`src/rtl/addsub_pipe_if.sv`:
```
// Operand/result handshake bundle for addsub_pipe.
// The master side offers operands and consumes results; the slave side is the adder.
interface addsub_pipe_if #(
  parameter int WIDTH = 32
);
  logic             in_valid;
  logic             in_ready;
  logic [1:0]       op;
  logic [WIDTH-1:0] a;
  logic [WIDTH-1:0] b;
  logic             cin;
  logic             out_valid;
  logic             out_ready;
  logic [WIDTH-1:0] result;
  logic             c_flag;
  logic             v_flag;
  logic             n_flag;
  logic             z_flag;

  modport master (
    output in_valid, op, a, b, cin, out_ready,
    input  in_ready, out_valid, result, c_flag, v_flag, n_flag, z_flag
  );

  modport slave (
    input  in_valid, op, a, b, cin, out_ready,
    output in_ready, out_valid, result, c_flag, v_flag, n_flag, z_flag
  );
endinterface

```
`src/rtl/addsub_pipe.sv`:
```
// Segment-pipelined add/subtract with carry-in modes and C/V/N/Z flags.
// One SEG-bit slice of the carry chain is resolved per stage; all stages advance together.
module addsub_pipe #(
  parameter int WIDTH = 32,
  parameter int SEG   = 8
) (
  input  logic         clk,
  input  logic         reset_n,
  addsub_pipe_if.slave bus
);

  localparam int STAGES = WIDTH / SEG;

  localparam logic [1:0] OP_ADD = 2'b00;
  localparam logic [1:0] OP_SUB = 2'b01;

  // SUB and SBB both use the inverted B operand.
  function automatic logic [WIDTH-1:0] b_transform(input logic [1:0] op,
                                                   input logic [WIDTH-1:0] b);
    return op[0] ? ~b : b;
  endfunction

  function automatic logic carry_seed(input logic [1:0] op, input logic cin);
    logic c0;
    case (op)
      OP_ADD:  c0 = 1'b0;
      OP_SUB:  c0 = 1'b1;
      default: c0 = cin;
    endcase
    return c0;
  endfunction

  logic advance;

  assign advance      = !bus.out_valid || bus.out_ready;
  assign bus.in_ready = advance;

  for (genvar k = 0; k < STAGES; k++) begin : g_stage
    localparam int IN_W = WIDTH - k * SEG;

    logic                   vld_in;
    logic [IN_W-1:0]        a_in;
    logic [IN_W-1:0]        b_in;
    logic                   c_in;
    logic                   z_in;
    logic [SEG:0]           seg_sum;
    logic [(k+1)*SEG-1:0]   r_nxt;
    logic                   z_nxt;
    logic                   vld_p;

    if (k == 0) begin : g_first
      assign vld_in = bus.in_valid;
      assign a_in   = bus.a;
      assign b_in   = b_transform(bus.op, bus.b);
      assign c_in   = carry_seed(bus.op, bus.cin);
      assign z_in   = 1'b1;
      assign r_nxt  = seg_sum[SEG-1:0];
    end else begin : g_next
      assign vld_in = g_stage[k-1].vld_p;
      assign a_in   = g_stage[k-1].g_mid.a_p;
      assign b_in   = g_stage[k-1].g_mid.b_p;
      assign c_in   = g_stage[k-1].g_mid.c_p;
      assign z_in   = g_stage[k-1].g_mid.z_p;
      assign r_nxt  = {seg_sum[SEG-1:0], g_stage[k-1].g_mid.r_p};
    end

    assign seg_sum = {1'b0, a_in[SEG-1:0]} + {1'b0, b_in[SEG-1:0]} + {{SEG{1'b0}}, c_in};
    assign z_nxt   = z_in && (seg_sum[SEG-1:0] == '0);

    always_ff @(posedge clk or negedge reset_n) begin
      if (!reset_n) begin
        vld_p <= 1'b0;
      end else if (advance) begin
        vld_p <= vld_in;
      end
    end

    if (k < STAGES - 1) begin : g_mid
      // ---- stage boundary: carry, done segments and untouched upper operand bits ----
      logic [IN_W-SEG-1:0]  a_p;
      logic [IN_W-SEG-1:0]  b_p;
      logic [(k+1)*SEG-1:0] r_p;
      logic                 c_p;
      logic                 z_p;

      always_ff @(posedge clk) begin
        if (advance) begin
          a_p <= a_in[IN_W-1:SEG];
          b_p <= b_in[IN_W-1:SEG];
          r_p <= r_nxt;
          c_p <= seg_sum[SEG];
          z_p <= z_nxt;
        end
      end
    end else begin : g_last
      // ---- final stage boundary: result and flags drive the outputs directly ----
      logic [WIDTH-1:0] result_p;
      logic             c_p;
      logic             v_p;
      logic             n_p;
      logic             z_p;
      logic             c_msb;

      // sum_msb = a ^ b ^ carry_in, so the carry into the MSB falls out of the sum bit.
      assign c_msb = a_in[SEG-1] ^ b_in[SEG-1] ^ seg_sum[SEG-1];

      always_ff @(posedge clk or negedge reset_n) begin
        if (!reset_n) begin
          result_p <= '0;
          c_p      <= 1'b0;
          v_p      <= 1'b0;
          n_p      <= 1'b0;
          z_p      <= 1'b0;
        end else if (advance) begin
          result_p <= r_nxt;
          c_p      <= seg_sum[SEG];
          v_p      <= c_msb ^ seg_sum[SEG];
          n_p      <= seg_sum[SEG-1];
          z_p      <= z_nxt;
        end
      end
    end
  end

  assign bus.out_valid = g_stage[STAGES-1].vld_p;
  assign bus.result    = g_stage[STAGES-1].g_last.result_p;
  assign bus.c_flag    = g_stage[STAGES-1].g_last.c_p;
  assign bus.v_flag    = g_stage[STAGES-1].g_last.v_p;
  assign bus.n_flag    = g_stage[STAGES-1].g_last.n_p;
  assign bus.z_flag    = g_stage[STAGES-1].g_last.z_p;

endmodule

```
`src/flat_wrapper.sv`:
```
// flat-port wrapper written by rule: the top's interface ports become plain ports
module addsub_pipe_flat 
#(
  parameter int WIDTH = 32,
  parameter int SEG   = 8
)
  (clk, reset_n, bus_in_valid, bus_op, bus_a, bus_b, bus_cin, bus_out_ready, bus_in_ready, bus_out_valid, bus_result, bus_c_flag, bus_v_flag, bus_n_flag, bus_z_flag);
  addsub_pipe_if #(.WIDTH(WIDTH)) bus_i ();
  input  logic clk;
  input  logic reset_n;
  input wire logic [$bits(bus_i.in_valid)-1:0] bus_in_valid;
  input wire logic [$bits(bus_i.op)-1:0] bus_op;
  input wire logic [$bits(bus_i.a)-1:0] bus_a;
  input wire logic [$bits(bus_i.b)-1:0] bus_b;
  input wire logic [$bits(bus_i.cin)-1:0] bus_cin;
  input wire logic [$bits(bus_i.out_ready)-1:0] bus_out_ready;
  output wire logic [$bits(bus_i.in_ready)-1:0] bus_in_ready;
  output wire logic [$bits(bus_i.out_valid)-1:0] bus_out_valid;
  output wire logic [$bits(bus_i.result)-1:0] bus_result;
  output wire logic [$bits(bus_i.c_flag)-1:0] bus_c_flag;
  output wire logic [$bits(bus_i.v_flag)-1:0] bus_v_flag;
  output wire logic [$bits(bus_i.n_flag)-1:0] bus_n_flag;
  output wire logic [$bits(bus_i.z_flag)-1:0] bus_z_flag;
  assign bus_i.in_valid = bus_in_valid;
  assign bus_i.op = bus_op;
  assign bus_i.a = bus_a;
  assign bus_i.b = bus_b;
  assign bus_i.cin = bus_cin;
  assign bus_i.out_ready = bus_out_ready;
  assign bus_in_ready = bus_i.in_ready;
  assign bus_out_valid = bus_i.out_valid;
  assign bus_result = bus_i.result;
  assign bus_c_flag = bus_i.c_flag;
  assign bus_v_flag = bus_i.v_flag;
  assign bus_n_flag = bus_i.n_flag;
  assign bus_z_flag = bus_i.z_flag;
  addsub_pipe #(.WIDTH(WIDTH), .SEG(SEG)) u_core (.clk(clk), .reset_n(reset_n), .bus(bus_i));
endmodule
```
`config.mk`:
```
export PLATFORM = sky130hd
export DESIGN_NAME = addsub_pipe_flat
export DESIGN_NICKNAME = d
export VERILOG_FILES = /design/src/rtl/addsub_pipe_if.sv /design/src/rtl/addsub_pipe.sv /design/src/flat_wrapper.sv
export SDC_FILE = /design/constraint.sdc
export NUM_CORES = 1
export LEC_CHECK = 0
export CAP_MARGIN = 0
export CORE_MARGIN = 1.5
export CORE_UTILIZATION = 55
export DETAILED_ROUTE_END_ITERATION = 8
export HOLD_SLACK_MARGIN = 0.06
export PLACE_DENSITY = 0.8
export SYNTH_ARGS = -nofsm -noshare
export SYNTH_HDL_FRONTEND = slang
export SYNTH_SLANG_ARGS = --single-unit
```
`constraint.sdc`:
```
create_clock -name clk -period 21.6 [get_ports clk]
set_input_delay 4.32 -clock clk [delete_from_list [all_inputs] [get_ports clk]]
set_output_delay 4.32 -clock clk [all_outputs]
set_load 0.05 [all_outputs]
```
==> impl_metrics.csv, run 1 <==
group,metric,value,unit
timing,finalCritPeriodShare,51.5,%
synth,syn_inst,505,
cts,insertion_delay,420,ps
placed_design,place_congestion,0.872,
worst_setup_path,arrival,6800,ps
cells_and_area,drive_above_1_share,6.47,%
synth,synth_edf_count,150,
placed_design,portBuffers,108,
grt,grt-ovfl-total,0,
timing,rsz0062_at_grt,"no",
worst_setup_path,r2r-start,"u_core.bus.out_valid",
cells_and_area,syn2layout_area_growth,24.2,%
worst_setup_path,cp-start-kind,"input port",
worst_setup_path,required,17280,ps
timing,maxSlewViolCount,0,
drt,wl_per_cell,14.4,um
timing,fin_hold_ws,416,ps
drt,vias,4164,
synth,synth_fp_nets,612,
synth,yosysWarnings,0,
synth,ys_types,41,
worst_setup_path,cp-startpoint,"bus_out_ready",
cts,cts_tree,"built",
grt,grt_pass1_wl,19300,um
die,core,0.0133,mm^2
cts,hold_buffers,0,
drt,wl,11700,um
cts,cts.clk_slew.worst_paths,60,ps
cells_and_area,fin_area,0.00942,mm^2
timing,setup_viol,0,
synth,ys.flop_type,"edfxtp_1",
cts,post_cts_buffers,0,
worst_setup_path,rrSetupSlack,18630,ps
run,drv_cap,0,
synth,ys_async_sr_fraction,20.6,%
drt,drc_errors,0,
cts,clock-sinks,189,
grt,grt_start_max_net_pins,99,
synth,synthesis.area,0.00759,mm^2
worst_setup_path,path_class,"input port to primary output",
synth,ys_seq_elements,189,
pwr,power.density,149,mW/mm^2
worst_setup_path,cpPeakStageDelay,830,ps
timing,fin_tns_setup,0,ps
cts,postCtsResizedCells,0,
grt,grt.total_usage,17.8,%
die,num_rows,42,
die,die_y,120,um
drt,dr.pass1.iters,4,
pwr,ir_drop,0.0000609,V
placed_design,hpwl,8110,um
die,io_pins,109,
timing,hold_viol_final,0,
timing,period_needed,11120,ps
die,die_area,0.0145,mm^2
worst_setup_path,crit_chain,"clkdlybuf4s50_1 > nor2b_4 > inv_6 > clkdlybuf4s50_1",
grt,antenna_found_initial,1,
worst_setup_path,cp_max_fo,91,
worst_setup_path,crit_end,"bus_in_ready",
cts,cts_buffers,17,
worst_setup_path,endpoint_kind,"primary output",
timing,fin_skew,5.62,ps
worst_setup_path,ff2ff_path_depth,7,
cells_and_area,seqCellArea,0.00548,mm^2
drt,drt_iter0_markers,206,
pwr,p_leak,0.00376,uW
cts,cts_buffer_depth,2,
cts,root_buffer,"clkbuf_16",
hold_path,hp-class,"register to register",
die,die_x,120,um
cells_and_area,multiInputGateArea,0.00202,mm^2
drt,drt-vias-per-instance,5.13,
grt,grt_pass1_vias,4332,
placed_design,dpl-instance-area,0.00885,mm^2
timing,maxSlewHeadroom,28.3,%
cells_and_area,fin_nets,728,
timing,tightest_slew,1080,ps
cts,htree_levels,4,
worst_setup_path,r2r_end,"u_core.bus.z_flag",
worst_setup_path,cpMaxStageDelayCell,"clkdlybuf4s50_1",
synth,synth-seq-area-share,72.2,%
die,start_util,56.8,%
worst_setup_path,critical_path.most_common_cell,"clkdlybuf4s50_1",
drt,ant_nets,0,
timing,fmax,89.9,MHz
synth,avgSynthCellArea,15.0,um^2
run_status,outcome,"finished, final reports clean",
cells_and_area,fillCellCount,913,
==> state kept, by name, indices dropped and copies added (netlist names), 3 cells and up <==
signal,count
u_core.g_stage.g_mid.a_p,48
u_core.g_stage.vld_p,3
u_core.g_stage.g_mid.z_p,3
u_core.g_stage.g_mid.b_p,48
u_core.g_stage.g_mid.r_p,48
u_core.bus.result,31
u_core.g_stage.g_mid.c_p,3
==> synth_stat cells, types with 2 or more instances <==
cell,instances,share of area [%]
o21ai_0,14,0.92
a21oi_1,10,0.66
fa_1,8,2.1
nor3_1,2,0.13
xnor2_1,14,1.6
ha_1,28,4.6
or4_1,5,0.49
a31oi_1,2,0.16
a211oi_2,2,0.33
nand4_1,2,0.16
nand3_1,3,0.20
a211oi_1,5,0.49
nand2b_1,7,0.58
o21ai_1,2,0.13
a21o_1,10,0.99
clkbuf_1,10,0.49
o21a_1,4,0.40
nor4_1,2,0.16
o31ai_1,2,0.20
buf_1,2,0.099
nor2_1,16,0.79
inv_1,12,0.59
nand2_1,97,4.8
dfrtp_1,39,13
edfxtp_1,150,59
nor2b_1,4,0.33
mux2_2,2,0.30
xor2_1,38,4.4
==> worst min path at each step <==
stage	start	end	depth (start not counted)
6_report	u_core.g_stage[1].g_mid.r_p[3]	u_core.g_stage[2].g_mid.r_p[3]	0
5_1_grt	u_core.g_stage[1].g_mid.r_p[2]	u_core.g_stage[2].g_mid.r_p[2]	0
4_1_cts	u_core.g_stage[1].g_mid.r_p[3]	u_core.g_stage[2].g_mid.r_p[3]	0
3_5_place_dp	u_core.g_stage[0].g_mid.a_p[22]	u_core.g_stage[1].g_mid.a_p[14]	0
3_3_place_gp	u_core.g_stage[0].g_mid.r_p[2]	u_core.g_stage[1].g_mid.r_p[2]	0
2_1_floorplan	u_core.g_stage[0].g_mid.a_p[8]	u_core.g_stage[1].g_mid.a_p[0]	0
==> worst max-delay path, delay by kind of cell <==
| family | cells | cell delay [ps] |
|---|---|---|
| buffers and inverters | 3 | 1740 |
| AND/OR/NAND/NOR | 1 | 700 |
==> cell type report <==
class / instances / share of cell area [%]
Sequential cell: 189 / 58.2
Clock inverter: 12 / 1.29
Timing Repair Buffer: 110 / 11.5
Antenna cell: 1 / 0.0266
Inverter: 12 / 0.531
Clock buffer: 20 / 4.74
Tap cell: 176 / 2.34
Multi-Input combinational cell: 291 / 21.4
==> metal layers <==
layer / GRT usage, % / part of all wire (%)
met5: 0 / 0
met4: 11.0 / 4.2
met2: 31.8 / 54
met3: 4.86 / 4.6
met1: 18.5 / 37
==> placed cells by master, fill, tap and decap left out, types with 4 or more instances in the layout <==
master           count
xnor2_1             14
a21oi_1             10
or4_1                5
nand2_1             97
dfrtp_1             39
clkdlybuf4s50_1    106
inv_1               11
a211oi_1             5
nand2b_1             7
o21a_1               4
xor2_1              38
fa_1                 8
ha_1                28
a21o_1              10
o21ai_0             14
clkbuf_16           17
edfxtp_1           150
nor2_1              16
==> where the power goes <==
part	internal, uW	total [uW]	switching [uW]
sequential	568	617	49.4
combinational	180	491	311
clock	172	293	121
total	920	1400	481
==> through the flow <==
step	power (uW)	utilization, %	cells	worst slack (ps)
floorplan	977	-	505	7900
global placement	1090	66.3	778	10510
detailed placement	1120	66.3	778	10450
CTS	1410	70.6	810	10450
global route	1480	70.6	811	10300
finish	1400	70.6	811	10480
==> cell families (layout without fill, tap and decap cells) <==
kind of cell / count (synthesis) / in the layout / synth area share [%]
DFF: 189 / 189 / 72.2
other: 0 / 1 / 0
AOI/OAI and AO/OA: 57 / 57 / 5.03
muxes: 4 / 4 / 0.627
adders and majority gates: 36 / 36 / 6.73
buffers and inverters: 25 / 154 / 1.29
xor gates and xnor gates: 52 / 52 / 6.00
and+or+nand+nor: 142 / 142 / 8.08
Power figures use the tool's default switching activity.
==> run 2, diff against run 1 <==
--- a/config.mk
+++ b/config.mk
@@ -7,10 +7,10 @@
 export LEC_CHECK = 0
 export CAP_MARGIN = 0
 export CORE_MARGIN = 1.5
-export CORE_UTILIZATION = 55
+export CORE_UTILIZATION = 54
 export DETAILED_ROUTE_END_ITERATION = 8
 export HOLD_SLACK_MARGIN = 0.06
-export PLACE_DENSITY = 0.8
+export PLACE_DENSITY = 0.79
 export SYNTH_ARGS = -nofsm -noshare
 export SYNTH_HDL_FRONTEND = slang
 export SYNTH_SLANG_ARGS = --single-unit
==> constraint.sdc (replaced) <==
create_clock -name clk -period 11 [get_ports clk]
set_input_delay 2.2 -clock clk [delete_from_list [all_inputs] [get_ports clk]]
set_output_delay 2.2 -clock clk [all_outputs]
set_load 0.05 [all_outputs]
==> impl_metrics.csv, run 2 (synthesis gave the netlist of run 1 again) <==
group,metric,value,unit
cts,cts_buffer_depth,2,
placed_design,hpwl,8010,um
cells_and_area,fillCellCount,994,
drt,wl_per_cell,14.5,um
cells_and_area,fin_cells,816,
hold_path,hp-start,"u_core.g_stage[1].g_mid.r_p[14]",
worst_setup_path,cpMaxStageDelayCell,"clkdlybuf4s50_1",
pwr,p_leak,0.00378,uW
worst_setup_path,cp-start-kind,"input port",
timing,finalCritPeriodShare,59.0,%
drt,drt-vias-per-instance,5.12,
cells_and_area,reg_top3,"u_core.g_stage.g_mid.a_p (48), u_core.g_stage.g_mid.b_p (48), u_core.g_stage.g_mid.r_p (48)",
cells_and_area,layout_common_cells,"edfxtp_1 (150), clkdlybuf4s50_1 (106), nand2_1 (97), dfrtp_1 (39), xor2_1 (38)",
cells_and_area,final_common_cell,"edfxtp_1",
cells_and_area,syn2layout_area_growth,24.7,%
worst_setup_path,critical_path.most_common_cell,"clkdlybuf4s50_1",
hold_path,hp-class,"register to register",
grt,grt_pass1_vias,4147,
cts,root_buffer,"clkbuf_16",
pwr,power.density,293,mW/mm^2
grt,busiest_layer,"met2",
timing,setup_viol,0,
cts,insertion_delay,420,ps
grt,antenna_found_initial,0,
cts,postCtsResizedCells,0,
drt,vias,4176,
hold_path,holdPathStages,0,
timing,maxSlewHeadroom,42.9,%
cts,clock-sinks,189,
placed_design,place_congestion,0.879,
cells_and_area,postLayoutCoreUtil,68.7,%
grt,met3_usage,3.99,%
die,start_util,55.1,%
timing,fin_tns_setup,0,ps
cts,post_cts_buffers,0,
cells_and_area,num_antenna_cells,0,
worst_setup_path,path_buf_inv,4,
drt,drc_errors,0,
cts,htree_levels,4,
drt,drt_iter0_markers,238,
worst_setup_path,path_class,"input port to primary output",
cts,cts_tree,"built",
grt,use_met1,18.8,%
die,die_x,122,um
worst_setup_path,rrSetupSlack,8220,ps
die,io_pins,109,
grt,grt.total_usage,17.3,%
cts,hold_buffers,0,
cts,cts_buffers,17,
worst_setup_path,cpPeakStageDelay,890,ps
pwr,ir_drop,0.000139,V
pwr,power.total,2770,uW
worst_setup_path,r2r-start,"u_core.g_stage[1].g_mid.c_p",
timing,rsz0062_at_grt,"no",
grt,grt-ovfl-total,0,
grt,grt_pass1_wl,19100,um
placed_design,portBuffers,108,
drt,dr.pass1.iters,4,
worst_setup_path,arrival,4290,ps
timing,hold_viol_final,0,
timing,period_needed,6490,ps
run_status,outcome,"finished, final reports clean",
cells_and_area,multiInputGateArea,0.00202,mm^2
cells_and_area,fin_area,0.00946,mm^2
die,die_area,0.0148,mm^2
drt,wl,11800,um
grt,grt_util_met2,30.1,%
die,num_rows,43,
cts,cts.clk_slew.worst_paths,60,ps
worst_setup_path,cpLargestDelayFamily,"buffers and inverters",
cells_and_area,fin_nets,730,
grt,grt_start_max_net_pins,74,
die,core,0.0138,mm^2
worst_setup_path,required,8800,ps
worst_setup_path,ff2ff_path_depth,7,
timing,fmax,154,MHz
placed_design,dpl-instance-area,0.00887,mm^2
die,die_y,122,um
cells_and_area,drive_above_1_share,7.39,%
timing,tightest_slew,857,ps
run,drv_cap,0,
worst_setup_path,endpoint_kind,"primary output",
drt,ant_nets,0,
timing,fin_skew,5.52,ps
worst_setup_path,r2r_end,"u_core.g_stage[2].g_mid.z_p",
cells_and_area,seqCellArea,0.00548,mm^2
worst_setup_path,crit_chain,"clkdlybuf4s50_1 > nor2b_4 > buf_4 > inv_6 > clkdlybuf4s50_1",
timing,maxSlewViolCount,0,
hold_path,min_to,"u_core.g_stage[2].g_mid.r_p[14]",
worst_setup_path,cp_max_fo,46,
placed_design,placed_cells,784,
[run 2: cell count changes in the layout (fill, tap and decap cells not counted), sizes merged]
cell      previous run  this run
clkinvlp             3         5
inv                 12        14
clkinv               7         4
diode                1         0
clkbuf              20        19
buf                  4         6
[run 2: metrics by stage]
step / worst slack, ps / hold slack [ps]
floorplan: 1540 / 400
global placement: 4550 / 401
finish: 4510 / 416
detailed placement: 4520 / 405
global route: 4450 / 423
CTS: 4510 / 415
[run 2: layer usage]
metal | routed length [um] | share of wire, %
met1 | 4700 | 40
met2 | 6120 | 52
met3 | 500 | 4.2
met4 | 522 | 4.4
met5 | 0 | 0
[run 2: report_power, final]
group	internal [uW]	switching [uW]
logic	357	612
registers	1110	97.6
clock network	342	253
[run 2: how the worst max path moves through the flow]
| stage | from | to | slack, ps | cells after the start |
|---|---|---|---|---|
| detailed placement | bus_out_ready | bus_in_ready | 4520 | 5 |
| CTS | bus_out_ready | bus_in_ready | 4510 | 5 |
| global placement | bus_out_ready | bus_in_ready | 4550 | 5 |
| finish | bus_out_ready | bus_in_ready | 4510 | 5 |
| floorplan | bus_out_ready | bus_in_ready | 1540 | 4 |
| global route | bus_out_ready | bus_in_ready | 4450 | 5 |
[run 2: area by class of cell]
class                           instances  area share (%)
Sequential cell                       189            57.9
Multi-Input combinational cell        291            21.3
Timing Repair Buffer                  112            11.6
Clock buffer                           19            4.68
Tap cell                              180            2.38
Clock inverter                         13            1.51
Inverter                               12           0.529
==> run 3, diff against run 2 <==
==> constraint.sdc (replaced) <==
create_clock -name clk -period 6.6 [get_ports clk]
set_input_delay 1.32 -clock clk [delete_from_list [all_inputs] [get_ports clk]]
set_output_delay 1.32 -clock clk [all_outputs]
set_load 0.05 [all_outputs]
==> impl_metrics.csv, run 3 (synthesis gave the netlist of run 1 again) <==
group,metric,value,unit
run_status,outcome,"finished, final reports clean",
pwr,pwr-share-seq,43.6,%
cts,cts_buffers,17,
timing,fmax,212,MHz
pwr,switchingPower,1610,uW
worst_setup_path,cp-startpoint,"bus_out_ready",
die,io_pins,109,
worst_setup_path,endpoint_kind,"primary output",
pwr,p_leak,0.00379,uW
placed_design,dpl-instance-area,0.00887,mm^2
cells_and_area,drive_above_1_share,7.23,%
drt,ant_nets,0,
pwr,p_clk_share,21.3,%
timing,fin_tns_setup,0,ps
hold_path,hp-class,"register to register",
cells_and_area,fin_nets,730,
cells_and_area,reg_top3,"u_core.g_stage.g_mid.a_p (48), u_core.g_stage.g_mid.b_p (48), u_core.g_stage.g_mid.r_p (48)",
pwr,pwr-share-comb,35.1,%
die,die_area,0.0148,mm^2
die,die_y,122,um
timing,maxSlewViolCount,0,
cts,htree_levels,4,
drt,drc_errors,0,
drt,drt-vias-per-instance,5.11,
drt,dr.pass1.iters,4,
cells_and_area,fillCellCount,942,
cts,postCtsResizedCells,0,
worst_setup_path,r2r_end,"u_core.g_stage[2].g_mid.z_p",
die,core,0.0138,mm^2
cts,hold_buffers,0,
hold_path,holdPathStages,0,
cts,clock-sinks,189,
timing,setup_viol,0,
grt,antenna_found_initial,1,
cells_and_area,layout_common_cells,"edfxtp_1 (150), clkdlybuf4s50_1 (106), nand2_1 (97), dfrtp_1 (39), xor2_1 (38)",
timing,period_needed,4720,ps
cells_and_area,fin_area,0.00946,mm^2
die,die_x,122,um
cells_and_area,syn2layout_area_growth,24.8,%
grt,grt.total_usage,18.2,%
worst_setup_path,cp_max_fo,49,
die,num_rows,43,
cells_and_area,final_common_cell,"edfxtp_1",
worst_setup_path,rrSetupSlack,3720,ps
worst_setup_path,ff2ff_path_depth,7,
pwr,ir_drop,0.000206,V
grt,grt_pass1_wl,20000,um
drt,wl_per_cell,15.0,um
worst_setup_path,r2r-start,"u_core.g_stage[1].g_mid.c_p",
worst_setup_path,cp-start-kind,"input port",
placed_design,hpwl,8420,um
hold_path,min_to,"u_core.g_stage[1].g_mid.r_p[1]",
timing,hold_viol_final,0,
timing,finalCritPeriodShare,71.5,%
cts,cts_buffer_depth,2,
worst_setup_path,arrival,3400,ps
worst_setup_path,required,5280,ps
placed_design,place_congestion,0.920,
cts,root_buffer,"clkbuf_16",
pwr,internal_power,3040,uW
drt,drt_iter0_markers,186,
cts,insertion_delay,420,ps
worst_setup_path,path_class,"input port to primary output",
die,start_util,55.1,%
pwr,swShare,34.7,%
timing,rsz0062_at_grt,"no",
grt,grt-ovfl-total,0,
placed_design,portBuffers,108,
run,drv_cap,0,
grt,grt_start_max_net_pins,92,
cts,post_cts_buffers,0,
drt,wl,12300,um
hold_path,hp-start,"u_core.g_stage[0].g_mid.r_p[1]",
pwr,power.density,491,mW/mm^2
timing,maxSlewHeadroom,30.7,%
grt,grt_pass1_vias,4293,
drt,vias,4172,
timing,fin_skew,8.36,ps
cts,cts_tree,"built",
timing,tightest_slew,1040,ps
cts,cts.clk_slew.worst_paths,70,ps
run 3: metrics by stage:
step	utilization, %	instances	worst slack (ps)	hold WS, ps	power (uW)
finish	68.7	817	1880	414	4650
global route	68.7	817	1770	423	4910
CTS	68.7	816	1870	413	4690
detailed placement	64.4	784	1880	405	3670
global placement	64.4	784	1900	401	3580
floorplan	-	505	1170	400	3170
run 3: critical path, stage by stage:
cell	delay, ps
clkdlybuf4s50_1	510
nor2b_4	40
buf_4	250
inv_6	360
clkdlybuf4s50_1	880
run 3: layout make-up:
| cell class | count | area, um^2 | area share (%) |
|---|---|---|---|
| Inverter | 12 | 50.0 | 0.529 |
| Tap cell | 180 | 225 | 2.38 |
| Multi-Input combinational cell | 291 | 2020 | 21.3 |
| Clock buffer | 19 | 453 | 4.79 |
| Antenna cell | 1 | 2.50 | 0.0264 |
| Clock inverter | 13 | 136 | 1.44 |
| Sequential cell | 189 | 5480 | 57.9 |
| Timing Repair Buffer | 112 | 1100 | 11.6 |
run 3: how the worst max path moves through the flow:
stage / to / slack [ps] / cells past startpoint
floorplan: bus_in_ready / 1170 / 4
global placement: bus_in_ready / 1900 / 5
detailed placement: bus_in_ready / 1880 / 5
CTS: bus_in_ready / 1870 / 5
global route: bus_in_ready / 1770 / 5
finish: bus_in_ready / 1880 / 5
run 3: power by group through the flow:
stage / clock, uW / combinational (uW) / sequential, uW
after floorplan: 0 / 769 / 2400
after global placement: 0 / 1560 / 2020
after detailed placement: 0 / 1620 / 2050
after CTS: 1010 / 1640 / 2030
after global routing: 1060 / 1780 / 2070
final: 992 / 1630 / 2020
run 3: routing by layer:
metal | vias up | global-route usage [%] | wire [um]
met5 | - | 0 | 0
li1 | 2042 | - | -
met3 | 22 | 4.65 | 468
met1 | 2007 | 19.9 | 4690
met2 | 101 | 32.3 | 6710
met4 | 0 | 10.4 | 393
